File: src/rtl/arbiter_rr_param.sv
// -----------------------------------------------------------------------------
// arbiter_rr_param
//
// N-way request/grant arbiter with run-time selectable round-robin or
// fixed-priority selection, bounded grant tenure (preemption after MAX_HOLD
// cycles while others wait), and a registered one-hot grant with encoded
// owner ID.
//
// Optional feature macro: ARB_STARVATION_MON_EN
//   defined   -> per-requester 8-bit wait counters drive the starve flags
//   undefined -> starve is tied to zero and no counters are built
// -----------------------------------------------------------------------------
module arbiter_rr_param #(
    parameter  int NUM_REQ      = 4,
    parameter  int MAX_HOLD     = 8,
    parameter  int STARVE_LIMIT = 32,
    localparam int IDW          = (NUM_REQ > 1) ? $clog2(NUM_REQ) : 1,
    localparam int HCW          = $clog2(MAX_HOLD + 1)
) (
    input  logic               clock,
    input  logic               reset,
    input  logic [NUM_REQ-1:0] req,
    input  logic               mode,
    output logic [NUM_REQ-1:0] grant,
    output logic               grant_valid,
    output logic [IDW-1:0]     grant_id,
    output logic [HCW-1:0]     hold_cnt,
    output logic [NUM_REQ-1:0] starve
);

    // Elaboration-time guards on the legal parameter ranges.
    if (NUM_REQ < 2 || NUM_REQ > 16) begin : g_bad_num_req
        $error("arbiter_rr_param: NUM_REQ must be in 2..16");
    end
    if (MAX_HOLD < 1 || MAX_HOLD > 255) begin : g_bad_max_hold
        $error("arbiter_rr_param: MAX_HOLD must be in 1..255");
    end
    if (STARVE_LIMIT < 1 || STARVE_LIMIT > 255) begin : g_bad_starve_limit
        $error("arbiter_rr_param: STARVE_LIMIT must be in 1..255");
    end

    typedef enum logic {
        IDLE  = 1'b0,
        OWNED = 1'b1
    } state_e;

    localparam logic [HCW-1:0] HOLD_LAST = HCW'(MAX_HOLD - 1);
    localparam logic [IDW-1:0] PTR_RESET = IDW'(NUM_REQ - 1);

    state_e               state_q, state_d;
    logic [NUM_REQ-1:0]   grant_q, grant_d;
    logic                 valid_q, valid_d;
    logic [IDW-1:0]       id_q, id_d;
    logic [HCW-1:0]       hold_q, hold_d;
    logic [IDW-1:0]       ptr_q, ptr_d;

    logic [NUM_REQ-1:0]   others;
    logic                 select;
    logic [IDW-1:0]       winner;

    // Pick a winner from the candidate vector. Fixed mode: lowest index.
    // Round-robin: first candidate above the pointer, else wrap to the lowest.
    // Loops run from high to low so the last hit is the highest priority.
    function automatic logic [IDW-1:0] pick_winner(
        input logic [NUM_REQ-1:0] cand,
        input logic               fixed_mode,
        input logic [IDW-1:0]     ptr
    );
        logic [IDW-1:0] lowest;
        logic [IDW-1:0] above;
        logic           found_above;
        lowest      = '0;
        above       = '0;
        found_above = 1'b0;
        for (int i = NUM_REQ - 1; i >= 0; i--) begin
            if (cand[i]) begin
                lowest = IDW'(i);
                if (i > int'(ptr)) begin
                    above       = IDW'(i);
                    found_above = 1'b1;
                end
            end
        end
        if (fixed_mode || !found_above) begin
            return lowest;
        end
        return above;
    endfunction

    // Next-state logic: decide whether a selection event happens this edge
    // (new grant, handoff or preemption) and update hold counter otherwise.
    always_comb begin
        // NOTE: every signal gets a default first so no path leaves it
        // unassigned; an unassigned path in always_comb infers a latch.
        state_d = state_q;
        grant_d = grant_q;
        id_d    = id_q;
        hold_d  = hold_q;
        ptr_d   = ptr_q;
        select  = 1'b0;

        // The current owner is never a candidate: this covers both handoff
        // (owner already released) and preemption (owner excluded).
        others  = req & ~grant_q;
        winner  = pick_winner(others, mode, ptr_q);

        unique case (state_q)
            IDLE: begin
                if (|req) begin
                    select = 1'b1;
                end
            end
            OWNED: begin
                if (!(|(req & grant_q))) begin
                    if (|others) begin
                        select = 1'b1;
                    end else begin
                        state_d = IDLE;
                        grant_d = '0;
                        id_d    = '0;
                        hold_d  = '0;
                    end
                end else if ((|others) && (hold_q == HOLD_LAST)) begin
                    select = 1'b1;
                end else if (hold_q != HOLD_LAST) begin
                    hold_d = hold_q + 1'b1;
                end
            end
            default: begin
                state_d = IDLE;
            end
        endcase

        if (select) begin
            state_d = OWNED;
            grant_d = NUM_REQ'(1) << winner;
            id_d    = winner;
            hold_d  = '0;
            ptr_d   = winner;
        end

        valid_d = |grant_d;
    end

    // State, grant and pointer registers with asynchronous reset.
    always_ff @(posedge clock or posedge reset) begin
        // NOTE: registers use non-blocking assignments so every flop samples
        // the pre-edge values regardless of statement order.
        if (reset) begin
            state_q <= IDLE;
            grant_q <= '0;
            valid_q <= 1'b0;
            id_q    <= '0;
            hold_q  <= '0;
            ptr_q   <= PTR_RESET;
        end else begin
            state_q <= state_d;
            grant_q <= grant_d;
            valid_q <= valid_d;
            id_q    <= id_d;
            hold_q  <= hold_d;
            ptr_q   <= ptr_d;
        end
    end

    assign grant       = grant_q;
    assign grant_valid = valid_q;
    assign grant_id    = id_q;
    assign hold_cnt    = hold_q;

`ifdef ARB_STARVATION_MON_EN
    logic [7:0]         wait_q [NUM_REQ];
    logic [7:0]         wait_d [NUM_REQ];
    logic [NUM_REQ-1:0] starve_q, starve_d;

    // Wait counters: count cycles a request is pending but not granted,
    // saturating at 255; starve flags follow the updated count.
    always_comb begin
        starve_d = '0;
        for (int i = 0; i < NUM_REQ; i++) begin
            if (req[i] && !grant_q[i]) begin
                wait_d[i] = (wait_q[i] == 8'hFF) ? wait_q[i] : wait_q[i] + 8'd1;
            end else begin
                wait_d[i] = 8'd0;
            end
            starve_d[i] = (wait_d[i] >= 8'(STARVE_LIMIT));
        end
    end

    // Wait counter and starve flag registers.
    always_ff @(posedge clock or posedge reset) begin
        if (reset) begin
            // NOTE: the counter array is reset explicitly because its
            // contents feed starve directly; it is state, not storage.
            for (int i = 0; i < NUM_REQ; i++) begin
                wait_q[i] <= 8'd0;
            end
            starve_q <= '0;
        end else begin
            for (int i = 0; i < NUM_REQ; i++) begin
                wait_q[i] <= wait_d[i];
            end
            starve_q <= starve_d;
        end
    end

    assign starve = starve_q;
`else
    assign starve = '0;
`endif

endmodule

File: config.mk
export PLATFORM = sky130hd
export DESIGN_NAME = arbiter_rr_param
export DESIGN_NICKNAME = d
export VERILOG_FILES = /design/src/rtl/arbiter_rr_param.sv
export SDC_FILE = /design/constraint.sdc
export NUM_CORES = 1
export LEC_CHECK = 0
export ABC_AREA = 1
export BUFFER_PORTS_ARGS = -buffer_cell sky130_fd_sc_hd__buf_2
export CORE_UTILIZATION = 55
export DETAILED_ROUTE_END_ITERATION = 6
export PLACE_DENSITY = 0.81
export SLEW_MARGIN = 20
export SYNTH_ARGS = -nofsm -noshare
export SYNTH_HDL_FRONTEND = slang
export SYNTH_SLANG_ARGS = --single-unit
File: constraint.sdc
create_clock -name clock -period 2.9 [get_ports clock]
set_input_delay 0.29 -clock clock [delete_from_list [all_inputs] [get_ports clock]]
set_output_delay 0.29 -clock clock [all_outputs]
set_load 0.02 [all_outputs]
==> results.toml <==
[global_route]
antenna_found_initial = 0
grt_start_max_net_pins = 15
grt_first_pass_wirelength_um = 3339
grt-ovfl-total = 0
grt_pass1_vias = 810
grt_use_total_pct = 23.49

[die]
die_area_um2 = 1921
die_x_um = 43.83
die_y_um = 43.83
initial_utilization_pct = 61.03
coreArea_um2 = 1577
floorplan.rows = 14
pin_count = 22

[synth]
synth.yosys.warnings = 0
syn_inst = 137
ys_ff_latch = 14
async_reset_ff_share_pct = 100.0
ys_seq_area_share_pct = 36.67
synth_top_flop_cell = "dfrtp_1"
syn_avg_cell_area_um2 = 7.023
synth-edff-count = 0
synth_area_um2 = 962.2
yosys.cell_types.count = 23

[power_and_ir_drop]
vdd_ir_drop_max_mv = 0.5313
p_int_mw = 0.5033
seq_power_share_pct = 33.3
power_mw = 0.9591
switching_share_pct = 47.52
leakagePower_nw = 0.6437
p_comb_share_pct = 52.1
power.switching_mw = 0.4558
clockPowerShare_pct = 14.6
power.density_nw_per_um2 = 884.1

[cts]
post_cts_resized = 0
cts_inserted_buffers = 3
cts-root-buf = "clkbuf_4"
clockBufferDepth = 2
cts_setup_buffers = 0
hold_buffers = 0
cts_sinks = 14
clk_latency_ns = 0.28
h-tree-depth = 1
clk_pin_slew_ns = 0.08
cts_tree = "built"

[sta]
finalMaxSlewViolations = 0
final.setup.tns_ns = 0
slew_headroom_pct = 63.61
worst-slew-pin-transition_ns = 0.5452
hold_viol = 0
post-route-period-util_pct = 52.66
skew_ns = 0.004098
fmax_mhz = 654.9
period_needed_ns = 1.527
setup_viol = 0
rsz0062_at_grt = "false"

[placed_design]
dpl_cell_area_um2 = 1049
place_hpwl_um = 1576
gp_congestion = 0.9086
numPortBuffers = 17

[worst_setup_path]
critical_path.startpoint_type = "flop"
worst-path-max-fanout = 9
required_ns = 3.07
end_kind = "flop"
crit_arrival_ns = 1.70
path_class = "reg2reg"

[detailed_routing]
firstDrtPassIters = 7
antenna_left = 0
drc = 1
wl_per_cell_um = 11.33
wl_um = 1960
drt_iter0_drc = 22
num_vias = 894
viasPerCell = 5.168

[layout]
fillerInstances = 134
fin_nets = 166
syn2layout_area_growth_pct = 12.74
final_cell_mix = "36 x nand2_1, 17 x inv_1, 17 x buf_2, 16 x nand3_1, 12 x dfrtp_1"
antennaDiodeCount = 0
stdcell_area_um2 = 1085
layout_commonest_cell = "nand2_1"
drive_above_1_share_pct = 30.57

[worst_hold_path]
hp-class = "in2async"

[job]
cap_viol_max_count = 0

[status]
violations = "DRC"
outcome = "finished with violations"
[power groups by stage]
stage	registers (mW)	clock network, mW	logic, mW
finish	0.319	0.140	0.500
global route	0.324	0.150	0.556
CTS	0.318	0.146	0.498
detailed placement	0.323	0	0.494
global placement	0.319	0	0.482
floorplan	0.373	0	0.321
[metal layers]
| layer | wire [um] | global-route usage (%) | part of all wire (%) |
|---|---|---|---|
| met1 | 941 | 31.73 | 48 |
| met2 | 887 | 38.51 | 45 |
| met3 | 115 | 6.250 | 5.9 |
| met4 | 15 | 3.750 | 0.77 |
| met5 | 0 | 0 | 0 |
[worst max-delay path, stage by stage, from the launching register on]
cell and delay (ns):
dfrtp_1 0.41, ha_1 0.21, nand2_1 0.10, nor2_2 0.05, inv_1 0.06, o21ai_2 0.06
nand3_4 0.09, nand2_4 0.10, nand3_1 0.09, nand2_2 0.06, nor2_1 0.12, nand2_1 0.07
[sequential cells by signal, indices dropped and copies added (netlist names)]
signal       flops
grant            4
hold_cnt         4
grant_id         2
ptr_q            2
grant_valid      1
state_q          1
[worst paths after layout]
path	end	startpoint	cells after the start	slack (ns)
max	grant_valid	hold_cnt[0]	11	1.37
min	hold_cnt[0]	reset	2	0.04
max reg2reg	grant_valid	hold_cnt[0]	11	1.37
min reg2reg	grant_id[1]	grant_id[1]	2	0.52
max in group asynchronous	ptr_q[0]	reset	2	2.49
min in group clock	state_q	req[0]	3	0.29
[Yosys cell counts (all sizes together), types with 2 or more instances]
master	count	area share (%)
nand4	7	4.6
inv	25	9.8
nor2	10	5.2
nand2	46	21
nand3	17	10
dfrtp	12	31
o21ai	8	4.6
buf	4	3.1
dfstp	2	5.5
[area by class of cell]
class | instances | area [um^2] | area share, %
clock buffers | 4 | 36.28 | 3.345
inverters | 25 | 93.84 | 8.651
multi-input cells | 97 | 496.7 | 45.79
flip-flops and latches | 14 | 352.8 | 32.53
well taps | 16 | 20.02 | 1.845
repair buffers | 17 | 85.08 | 7.843
[through the flow]
stage	utilization, %	hold WS, ns	instances	worst slack, ns
floorplan	-	0.1778	140	1.404
global placement	66.51	0.3389	169	1.469
detailed placement	66.51	0.3528	169	1.404
CTS	68.81	0.04414	173	1.380
global route	68.81	0.06300	173	1.249
finish	68.81	0.03611	173	1.373
[logic make-up (layout without fill, tap and decap cells)]
kind of cell | count (synthesis) | in the layout | synth area share (%)
buffers and inverters | 29 | 46 | 12.87
XOR/XNOR | 1 | 1 | 0.9104
AO/OA/AOI/OAI | 10 | 10 | 6.241
other | 1 | 4 | 0.3897
AND/OR/NAND/NOR | 81 | 81 | 41.61
adder cells (fa/ha/maj) | 1 | 1 | 1.300
flip-flops | 14 | 14 | 36.67
No activity file was read; power rests on OpenSTA's default activity.
